`src/rtl/addsub_acc_sequencer.sv`:
```
// addsub_acc_sequencer: command-driven accumulator around an external
// combinational adder/subtractor. Accepts ADD/SUB/LOAD/CLEAR commands,
// drives the adder operands from registers, captures the result and
// returns it with signed-overflow and zero flags over a valid/ready port.
module addsub_acc_sequencer #(
    parameter int NBIT = 10,
    parameter int CNTW = 16
) (
    input  logic            clk_i,
    input  logic            rst_i,
    input  logic            cmd_valid_i,
    output logic            cmd_ready_o,
    input  logic [1:0]      cmd_op_i,
    input  logic [NBIT-1:0] cmd_data_i,
    output logic [NBIT-1:0] add_a_o,
    output logic [NBIT-1:0] add_b_o,
    output logic            add_sub_o,
    input  logic [NBIT-1:0] add_result_i,
    output logic            rsp_valid_o,
    input  logic            rsp_ready_i,
    output logic [NBIT-1:0] rsp_data_o,
    output logic            rsp_ovf_o,
    output logic            rsp_zero_o,
    output logic [CNTW-1:0] cmd_count_o
);

    typedef enum logic [1:0] {
        S_IDLE = 2'b00,
        S_EXEC = 2'b01,
        S_RESP = 2'b10
    } state_t;

    localparam logic [1:0] OP_ADD   = 2'b00;
    localparam logic [1:0] OP_SUB   = 2'b01;
    localparam logic [1:0] OP_LOAD  = 2'b10;
    localparam logic [1:0] OP_CLEAR = 2'b11;

    state_t          r_state;
    state_t          w_next;
    logic [NBIT-1:0] r_acc;
    logic [NBIT-1:0] r_op_b;
    logic            r_sub;
    logic            r_ovf;
    logic            r_zero;
    logic [CNTW-1:0] r_count;

    logic            w_accept;
    logic            w_is_arith;
    logic            w_sign_a;
    logic            w_sign_b;
    logic            w_sign_r;
    logic            w_ovf;

    assign w_accept   = (r_state == S_IDLE) && cmd_valid_i;
    assign w_is_arith = (cmd_op_i == OP_ADD) || (cmd_op_i == OP_SUB);

    // Signed overflow from operand/result sign bits; the adder has no flag.
    assign w_sign_a = r_acc[NBIT-1];
    assign w_sign_b = r_op_b[NBIT-1];
    assign w_sign_r = add_result_i[NBIT-1];
    assign w_ovf    = r_sub ? ((w_sign_a != w_sign_b) && (w_sign_r != w_sign_a))
                            : ((w_sign_a == w_sign_b) && (w_sign_r != w_sign_a));

    // State register; reset wins over any handshake on the same edge.
    always_ff @(posedge clk_i) begin
        // NOTE: sequential state uses non-blocking assignments so every
        // register samples pre-edge values regardless of statement order.
        if (rst_i) begin
            r_state <= S_IDLE;
        end else begin
            r_state <= w_next;
        end
    end

    // Next-state decode and handshake outputs, all decoded from registered state.
    always_comb begin
        // NOTE: defaults first so every path assigns every output (no latches).
        w_next      = r_state;
        cmd_ready_o = 1'b0;
        rsp_valid_o = 1'b0;
        case (r_state)
            S_IDLE: begin
                cmd_ready_o = !rst_i;
                if (cmd_valid_i) begin
                    w_next = w_is_arith ? S_EXEC : S_RESP;
                end
            end
            S_EXEC: begin
                w_next = S_RESP;
            end
            S_RESP: begin
                rsp_valid_o = 1'b1;
                if (rsp_ready_i) begin
                    w_next = S_IDLE;
                end
            end
            default: begin
                w_next = S_IDLE;
            end
        endcase
    end

    // Datapath: latch command operands on accept, capture adder result in EXEC.
    always_ff @(posedge clk_i) begin
        if (rst_i) begin
            r_acc   <= '0;
            r_op_b  <= '0;
            r_sub   <= 1'b0;
            r_ovf   <= 1'b0;
            r_zero  <= 1'b1;
            r_count <= '0;
        end else if (w_accept) begin
            r_count <= r_count + CNTW'(1);
            case (cmd_op_i)
                OP_ADD, OP_SUB: begin
                    r_op_b <= cmd_data_i;
                    r_sub  <= (cmd_op_i == OP_SUB);
                end
                OP_LOAD: begin
                    r_acc  <= cmd_data_i;
                    r_ovf  <= 1'b0;
                    r_zero <= (cmd_data_i == '0);
                end
                default: begin
                    r_acc  <= '0;
                    r_ovf  <= 1'b0;
                    r_zero <= 1'b1;
                end
            endcase
        end else if (r_state == S_EXEC) begin
            r_acc  <= add_result_i;
            r_ovf  <= w_ovf;
            r_zero <= (add_result_i == '0);
        end
    end

    assign add_a_o     = r_acc;
    assign add_b_o     = r_op_b;
    assign add_sub_o   = r_sub;
    assign rsp_data_o  = r_acc;
    assign rsp_ovf_o   = r_ovf;
    assign rsp_zero_o  = r_zero;
    assign cmd_count_o = r_count;

endmodule

```
`config.mk`:
```
export PLATFORM = sky130hd
export DESIGN_NAME = addsub_acc_sequencer
export DESIGN_NICKNAME = d
export VERILOG_FILES = /design/src/rtl/addsub_acc_sequencer.sv
export SDC_FILE = /design/constraint.sdc
export NUM_CORES = 1
export LEC_CHECK = 0
export ABC_AREA = 1
export BUFFER_PORTS_ARGS = -buffer_cell sky130_fd_sc_hd__buf_2
export CAP_MARGIN = 10
export CORE_MARGIN = 2
export CORE_UTILIZATION = 41
export DETAILED_ROUTE_END_ITERATION = 6
export PLACE_DENSITY = 0.75
export SYNTH_ARGS = -nofsm -noshare
export SYNTH_HDL_FRONTEND = slang
export SYNTH_SLANG_ARGS = --single-unit
```
`constraint.sdc`:
```
create_clock -name clk_i -period 1.8 [get_ports clk_i]
set_input_delay 0.09 -clock clk_i [delete_from_list [all_inputs] [get_ports clk_i]]
set_output_delay 0.09 -clock clk_i [all_outputs]
set_load 0.05 [all_outputs]
```
==> results of run 1 <==
critical path, cell delays in order (launching register included):
cell	delay, ns
dfxtp_1	0.34
inv_2	0.09
nand3_4	0.19
inv_2	0.20
buf_4	0.27
nand3_1	0.13
o211ai_2	0.09
nand2_1	0.06
inv_1	0.04
through the flow:
stage          std cells  worst slack [ns]  hold WS [ns]  instance area (sq um)
2_1_floorplan        306             0.141         0.254                   2080
3_3_place_gp         432             0.372         0.326                   2450
3_5_place_dp         432             0.329         0.341                   2450
4_1_cts              440             0.314        0.0271                   2590
5_1_grt              440             0.144        0.0381                   2590
6_report             440             0.325        0.0400                   2590
sequential cells by signal (all words and copies together), names as in the netlist:
signal and count:
add_sub_o 1, rsp_zero_o 1, add_b_o 10, cmd_count_o 16
add_a_o 10, r_state 2, rsp_ovf_o 1
layer usage:
layer  wire [um]  part of all wire, %  GRT usage (%)
met5           0                    0              0
met4          23                 0.45           4.09
met3         340                  6.6           4.23
met2        2520                   49           31.6
met1        2250                   44           22.6
layout make-up:
type	count	area, sq um
Timing Repair Buffer	82	438
Inverter	37	139
Tap cell	67	83.8
Clock buffer	5	68.8
Multi-Input combinational cell	205	973
Fill cell	524	2230
Clock inverter	3	65.1
Sequential cell	41	821
report_power, final:
group	internal (mW)	switching, mW
combinational	0.149	0.433
clock	0.551	0.323
sequential	0.954	0.0347
cells by family (layout without fill, tap and decap cells):
kind of cell               after synthesis  after routing
DFF                                     41             41
adders and majority gates                1              1
buffers and inverters                   60            127
and+or+nand+nor                        163            163
xor gates and xnor gates                 4              4
AOI/OAI and AO/OA                       37             37
placed cells by master, fill, tap and decap left out, types with 3 or more instances in the layout:
master	count
dfxtp_1	41
o211ai_2	3
nor2_1	55
buf_4	5
buf_2	76
o21ai_0	8
nand3_1	37
nand2_1	60
nand4_1	4
inv_2	3
xor2_1	3
a21oi_1	22
inv_1	34
clkbuf_8	5
how the worst min path moves through the flow:
stage	cells past startpoint	from	to
2_1_floorplan	2	cmd_data_i[0]	add_b_o[0]$_SDFFE_PP0P_
3_3_place_gp	2	rst_i	cmd_count_o[11]$_SDFFE_PP0P_
3_5_place_dp	2	rst_i	r_state[1]$_SDFFE_PP0P_
4_1_cts	2	rst_i	cmd_count_o[11]$_SDFFE_PP0P_
5_1_grt	2	rst_i	cmd_count_o[11]$_SDFFE_PP0P_
6_report	2	rst_i	cmd_count_o[11]$_SDFFE_PP0P_
==> flow_summary.yaml, run 1 <==
outcome:
  status: "finished clean"
clocking:
  cts_resized: 0
  cts_tree: "yes"
  cts_setup_buffers: 0
  cts_buffers: 5
  hold_buffers: 0
  clock-sinks: 41
  cts_buffer_depth: 2
  clockRootBuffer: "clkbuf_8"
  cts_htree_levels: 2
  clkLatencyLatePin_ns: 0.29
  path_clk_slew_ns: 0.08
floorplan:
  core_area_sq_um: 4820
  die-area_sq_um: 5670
  start_util_pct: 43.3
  die_x_um: 75.3
  core.rowCount: 25
  io_pins: 77
  die_h_um: 75.3
routing:
  via_per_inst: 4.82
  ant_nets: 0
  post-route-drc-count: 0
  vias: 2119
  wire_per_inst_um: 11.6
  drtPass1Iterations: 4
  totalWireLength_mm: 5.13
  drt_iter0_drc: 106
yosys:
  synth_simple_gate_area_share_pct: 33.7
  synth_seq_area_share_pct: 39.4
  async_reset_ff_share_pct: 0
  yosys.area.top_type: "dfxtp_1"
  synth_commonest_cells: "nand2_1 (60), nor2_1 (55), dfxtp_1 (41)"
  synth_compound_area_share_pct: 10.7
  avgSynthCellArea_sq_um: 6.81
  yosysTopAreaCellShare_pct: 39.4
  synth_most_common_cell: "nand2_1"
  netlist_area_sq_um: 2080
  synthFlopType: "dfxtp_1"
  synthCells: 306
  synth_area_leaders: "dfxtp_1 (39%), nand2_1 (11%), nor2_1 (9.9%)"
  synthMuxAreaShare_pct: 0
  synth_top_family_by_area: "simple AND/OR/NAND/NOR gates"
  synth-xor-area-share_pct: 1.68
  synth_fa_ha_area_share_pct: 0.600
  syn_nets: 333
  yosys_warnings: 0
  synth_edf_count: 0
  synth_seq_cells: 41
  synthDistinctLibCells: 26
timing:
  final-max-slew-violation-count: 0
  rsz0062_at_grt: "false"
  setup_viol: 0
  final-hold-violation-count: 0
  skew_ns: 0.00874
  worst_slew_pin_slew_ns: 0.424
  period_minus_slack_ns: 1.47
  fin_crit_sh_pct: 81.9
  setup-tns-final_ns: 0
  slew-limit-headroom_pct: 71.7
  fmaxAchievable_ghz: 0.678
grt:
  grt_max_degree: 25
  grt_usage_pct: 18.0
  grt_pass1_wl_mm: 7.98
  antenna_found_initial: 0
  grt_pass1_vias: 1855
  overflow: 0
critical_path:
  crit_start: "r_state[1]$_SDFFE_PP0P_"
  r2r-end: "add_a_o[2]$_SDFFE_PP0P_"
  crit_end: "add_a_o[2]$_SDFFE_PP0P_"
  crit_fanout: 22
  critPathArrivalTime_ns: 1.71
  rr_startpoint: "r_state[1]$_SDFFE_PP0P_"
  r2r_cells: 8
  rrSetupSlack_ns: 0.33
  crit_path_start_kind: "flop"
  endpoint_kind: "flop"
  worstSetupPathType: "flop to flop"
  cp.required_ns: 2.03
pwr:
  p_leak_nw: 1.30
  power.total_mw: 2.44
  vdd.ir_drop.worst_mv: 0.473
  power_density_nw_per_um2: 944
placement:
  dpl.hpwl_mm: 3.96
  gp_congestion: 0.833
  portBuffers: 76
hold_path:
  hold_path_class: "primary input to flop"
flow_run:
  drv_cap: 0
cells_and_area:
  drive_gt1_share_pct: 27.1
  synthToLayoutAreaGrowth_pct: 24.2
  post-route-util_pct: 53.7
  nets: 399
  antenna_cells: 0
No activity file was read; power rests on OpenSTA's default activity.
==> inputs of run 2 (changes only) <==
clock period = 1.4 ns   (was 1.8 ns; I/O delays follow)
==> flow_summary.yaml, run 2 (synthesis results as in run 1) <==
outcome:
  status: "finished clean"
routing:
  vias: 2198
  via_per_inst: 4.85
  post-route-drc-count: 0
  totalWireLength_mm: 5.38
  drt_iter0_drc: 154
  ant_nets: 0
  wire_per_inst_um: 11.9
  drtPass1Iterations: 4
placement:
  dpl.hpwl_mm: 3.81
  placed_area_sq_um: 2490
  portBuffers: 76
  gp_congestion: 0.820
  dp.cells: 433
timing:
  setup_viol: 0
  fmaxAchievable_ghz: 0.727
  rsz0062_at_grt: "true"
  slew-limit-headroom_pct: 72.1
  setup-tns-final_ns: 0
  final-max-slew-violation-count: 0
  skew_ns: 0.00627
  fin_crit_sh_pct: 98.2
  period_minus_slack_ns: 1.38
  worst_slew_pin_slew_ns: 0.418
  final-hold-violation-count: 0
cells_and_area:
  largest_reg_flops: 16
  mostFrequentLayoutCells: "buf_2 (76), nand2_1 (59), nor2_1 (54)"
  fin_area_sq_um: 2790
  fill_cells: 450
  antenna_cells: 0
  fin_cells: 453
  final_common_cell: "buf_2"
  multi_input_comb_area_sq_um: 1000
  nets: 412
  post-route-util_pct: 57.8
  seqCellArea_sq_um: 838
  drive_gt1_share_pct: 33.2
  synthToLayoutAreaGrowth_pct: 33.6
critical_path:
  endpoint_kind: "flop"
  crit_path_start_kind: "flop"
  worstSetupPathType: "flop to flop"
  rrSetupSlack_ns: 0.02
  crit_fanout: 18
  critPathArrivalTime_ns: 1.61
  rr_startpoint: "r_state[1]$_SDFFE_PP0P_"
  crit_start: "r_state[1]$_SDFFE_PP0P_"
  cp.required_ns: 1.63
  r2r-end: "add_a_o[5]$_SDFFE_PP0P_"
  r2r_cells: 9
clocking:
  cts_htree_levels: 2
  cts_buffers: 5
  clkLatencyLatePin_ns: 0.29
  clockRootBuffer: "clkbuf_8"
  cts_tree: "yes"
  hold_buffers: 0
  path_clk_slew_ns: 0.08
  clock-sinks: 41
  cts_buffer_depth: 2
hold_path:
  holdPathStages: 4
  hold_path_class: "primary input to flop"
  hp-start: "rsp_ready_i"
  whs_endpoint: "r_state[1]$_SDFFE_PP0P_"
pwr:
  internal_power_mw: 2.07
  pwr-share-comb_pct: 27.2
  power_density_nw_per_um2: 1110
  clkPwrFrac_pct: 31.7
  p_leak_nw: 1.38
  power.switching_mw: 1.03
  power.total_mw: 3.10
  swShare_pct: 33.3
  seq_power_share_pct: 41.1
  vdd.ir_drop.worst_mv: 0.632
floorplan:
  core_area_sq_um: 4820
  die-area_sq_um: 5670
  die_h_um: 75.3
  io_pins: 77
  core.rowCount: 25
  die_x_um: 75.3
  start_util_pct: 43.3
grt:
  overflow: 0
  grt_pass1_wl_mm: 7.91
  grt_usage_pct: 18.0
  grt_pass1_vias: 1819
  grt_max_degree: 19
  antenna_found_initial: 0
flow_run:
  drv_cap: 0
run 2: routing by layer:
metal	share of wire [%]	global-route usage (%)	vias to the layer above
met3	5.9	5.03	2
met4	0.63	5.46	0
li1	-	-	1125
met5	0	0	-
met2	49	28.2	63
met1	44	24.2	1008
run 2: final cells by class:
cell class | count | area share (%)
well taps | 67 | 3.01
clock inverters | 2 | 1.30
inverters | 37 | 5.17
multi-input cells | 205 | 35.9
flip-flops and latches | 41 | 30.1
repair buffers | 95 | 21.5
clock buffers | 6 | 2.96
run 2: worst max-delay path by stage:
| stage | end | cells past startpoint |
|---|---|---|
| 2_1_floorplan | cmd_count_o[12]$_SDFFE_PP0P_ | 5 |
| 3_3_place_gp | add_b_o[0]$_SDFFE_PP0P_ | 6 |
| 3_5_place_dp | add_b_o[7]$_SDFFE_PP0P_ | 6 |
| 4_1_cts | cmd_count_o[12]$_SDFFE_PP0P_ | 6 |
| 5_1_grt | cmd_count_o[15]$_SDFFE_PP0P_ | 8 |
| 6_report | add_a_o[5]$_SDFFE_PP0P_ | 9 |
run 2: timing repair:
item,4_1_cts,5_1_grt
setup endpoints to repair,12,11
gates resized for setup,1,9
setup buffers,0,9
cloned,0,3
pin swaps,1,4
run 2: through the flow:
| step | setup slack (ns) | hold WS, ns |
|---|---|---|
| floorplan | 0.0111 | 0.234 |
| global placement | 0.0697 | 0.349 |
| detailed placement | 0.00191 | 0.349 |
| CTS | 0.0228 | 0.0381 |
| global route | -0.0491 | 0.0649 |
| finish | 0.0248 | 0.0398 |
run 2: worst max-delay path, stage by stage, from the launching register on:
cell,delay (ns)
dfxtp_2,0.36
inv_2,0.10
nand3_4,0.11
buf_4,0.18
inv_6,0.10
buf_12,0.15
nand3_1,0.11
nand3_1,0.11
nand2_1,0.06
inv_1,0.05
run 2: power groups by stage:
stage	Combinational [mW]	Clock (mW)	Sequential, mW
floorplan	0.407	0	1.50
global placement	0.750	0	1.30
detailed placement	0.758	0	1.30
CTS	0.762	1.00	1.27
global route	0.900	1.04	1.29
finish	0.843	0.985	1.28
==> inputs of run 3 (changes only) <==
CORE_ASPECT_RATIO = 1.4   (was unset)
CORE_MARGIN = 5   (was 2)
==> flow_summary.yaml, run 3 (synthesis results as in run 1) <==
timing:
  fmaxAchievable_ghz: 0.738
  period_minus_slack_ns: 1.35
  skew_ns: 0.00604
  whs_ns: 0.0491
  worst_slew_pin_slew_ns: 0.403
  slew-limit-headroom_pct: 73.1
  finalWorstSetupSlack_ns: 0.0452
  setup_viol: 0
  final-hold-violation-count: 0
  fin_crit_sh_pct: 96.8
  final-max-slew-violation-count: 0
  rsz0062_at_grt: "true"
grt:
  overflow: 0
  antenna_found_initial: 0
  grt_usage_pct: 16.1
  grt_pass1_vias: 1961
  top_usage_layer: "met2"
  use_met2_pct: 28.1
  grt_pass1_wl_mm: 8.74
  grt_util_met1_pct: 17.8
  grt_max_degree: 22
  met3_usage_pct: 5.11
critical_path:
  crit_start: "r_state[1]$_SDFFE_PP0P_"
  endpoint_kind: "flop"
  crit_fanout: 8
  worstSetupPathType: "flop to flop"
  crit_path_start_kind: "flop"
  cp.required_ns: 1.64
  rr_startpoint: "r_state[1]$_SDFFE_PP0P_"
  critPathArrivalTime_ns: 1.60
clocking:
  hold_buffers: 0
  clock-sinks: 41
  cts_tree: "yes"
  clockRootBuffer: "clkbuf_8"
  cts_htree_levels: 2
  clkLatencyLatePin_ns: 0.29
  cts_buffer_depth: 2
  cts_buffers: 5
  path_clk_slew_ns: 0.08
placement:
  placed_area_sq_um: 2500
  dp.cells: 431
  portBuffers: 76
  gp_congestion: 0.845
  dpl.hpwl_mm: 4.04
  dp_slack_ns: 0.0454
hold_path:
  hold_path_class: "primary input to flop"
  hp-start: "rsp_ready_i"
cells_and_area:
  synthToLayoutAreaGrowth_pct: 32.7
  fin_cells: 450
  fin_area_sq_um: 2770
  drive_gt1_share_pct: 33.7
  final_common_cell: "buf_2"
  mostFrequentLayoutCells: "buf_2 (76), nand2_1 (59), nor2_1 (52)"
  nets: 413
  largest_reg_flops: 16
  antenna_cells: 0
pwr:
  power_density_nw_per_um2: 1050
  power.switching_mw: 1.02
  seq_power_share_pct: 43.8
  pwr-share-comb_pct: 29.4
  internal_power_mw: 1.89
  power.total_mw: 2.91
  swShare_pct: 35.2
  vdd.ir_drop.worst_mv: 0.508
  p_leak_nw: 1.37
  clkPwrFrac_pct: 26.8
outcome:
  status: "finished clean"
floorplan:
  io_pins: 77
  core.rowCount: 30
  die-area_sq_um: 6630
  core_area_sq_um: 4880
  start_util_pct: 42.7
  die_x_um: 70.3
  die_h_um: 94.4
flow_run:
  drv_cap: 0
routing:
  vias: 2176
  post-route-drc-count: 0
  ant_nets: 0
  drtPass1Iterations: 4
  via_per_inst: 4.84
  totalWireLength_mm: 5.58
  drt_iter0_drc: 79
  wire_per_inst_um: 12.4
==> run 3: cell type report <==
type / count / area (sq um)
Tap cell: 64 / 80.1
Sequential cell: 41 / 841
Multi-Input combinational cell: 205 / 1010
Inverter: 37 / 144
Fill cell: 491 / 2110
Timing Repair Buffer: 96 / 604
Clock buffer: 7 / 86.3
==> run 3: power groups by stage <==
stage                     registers, mW  logic [mW]  clock network, mW
after floorplan                    1.50       0.407                  0
after global placement             1.30       0.761                  0
after detailed placement           1.30       0.766                  0
after CTS                          1.27       0.768              0.806
after global routing               1.28       0.916              0.850
final                              1.27       0.854              0.779
==> run 3: metal layers <==
metal | share of wire [%] | up-vias | routed length, um
met1 | 39 | 992 | 2160
li1 | - | 1116 | -
met2 | 52 | 58 | 2920
met3 | 6.9 | 10 | 384
met5 | 0 | - | 0
met4 | 2.1 | 0 | 119
==> run 3: worst paths after layout <==
path | slack (ns) | endpoint | cells past startpoint
setup / recovery | 0.05 | add_a_o[6]$_SDFFE_PP0P_ | 9
setup reg to reg | 0.05 | add_a_o[6]$_SDFFE_PP0P_ | 9
hold / removal | 0.05 | r_state[1]$_SDFFE_PP0P_ | 4
hold reg to reg | 0.46 | cmd_count_o[4]$_SDFFE_PP0P_ | 1
==> run 3: timing repair <==
item / in CTS / in global routing
setup endpoints to repair: 0 / 23
gates resized for setup: 0 / 13
setup buffers: 0 / 9
==> run 3: metrics by stage <==
stage                     utilization, %  TNS (ns)
final                               56.7         0
after global routing                56.7   -0.0952
after CTS                           52.9         0
after detailed placement            51.2         0
after global placement              51.2         0
after floorplan                        -         0
==> run 3: worst max-delay path, cell delays in order (launching register included) <==
cell and delay [ns]:
dfxtp_4 0.37, inv_4 0.07, nand3_4 0.13, buf_4 0.18, inv_4 0.09, buf_4 0.16, nand3_1 0.09, nand3_1 0.11
nand2_1 0.07, inv_1 0.05
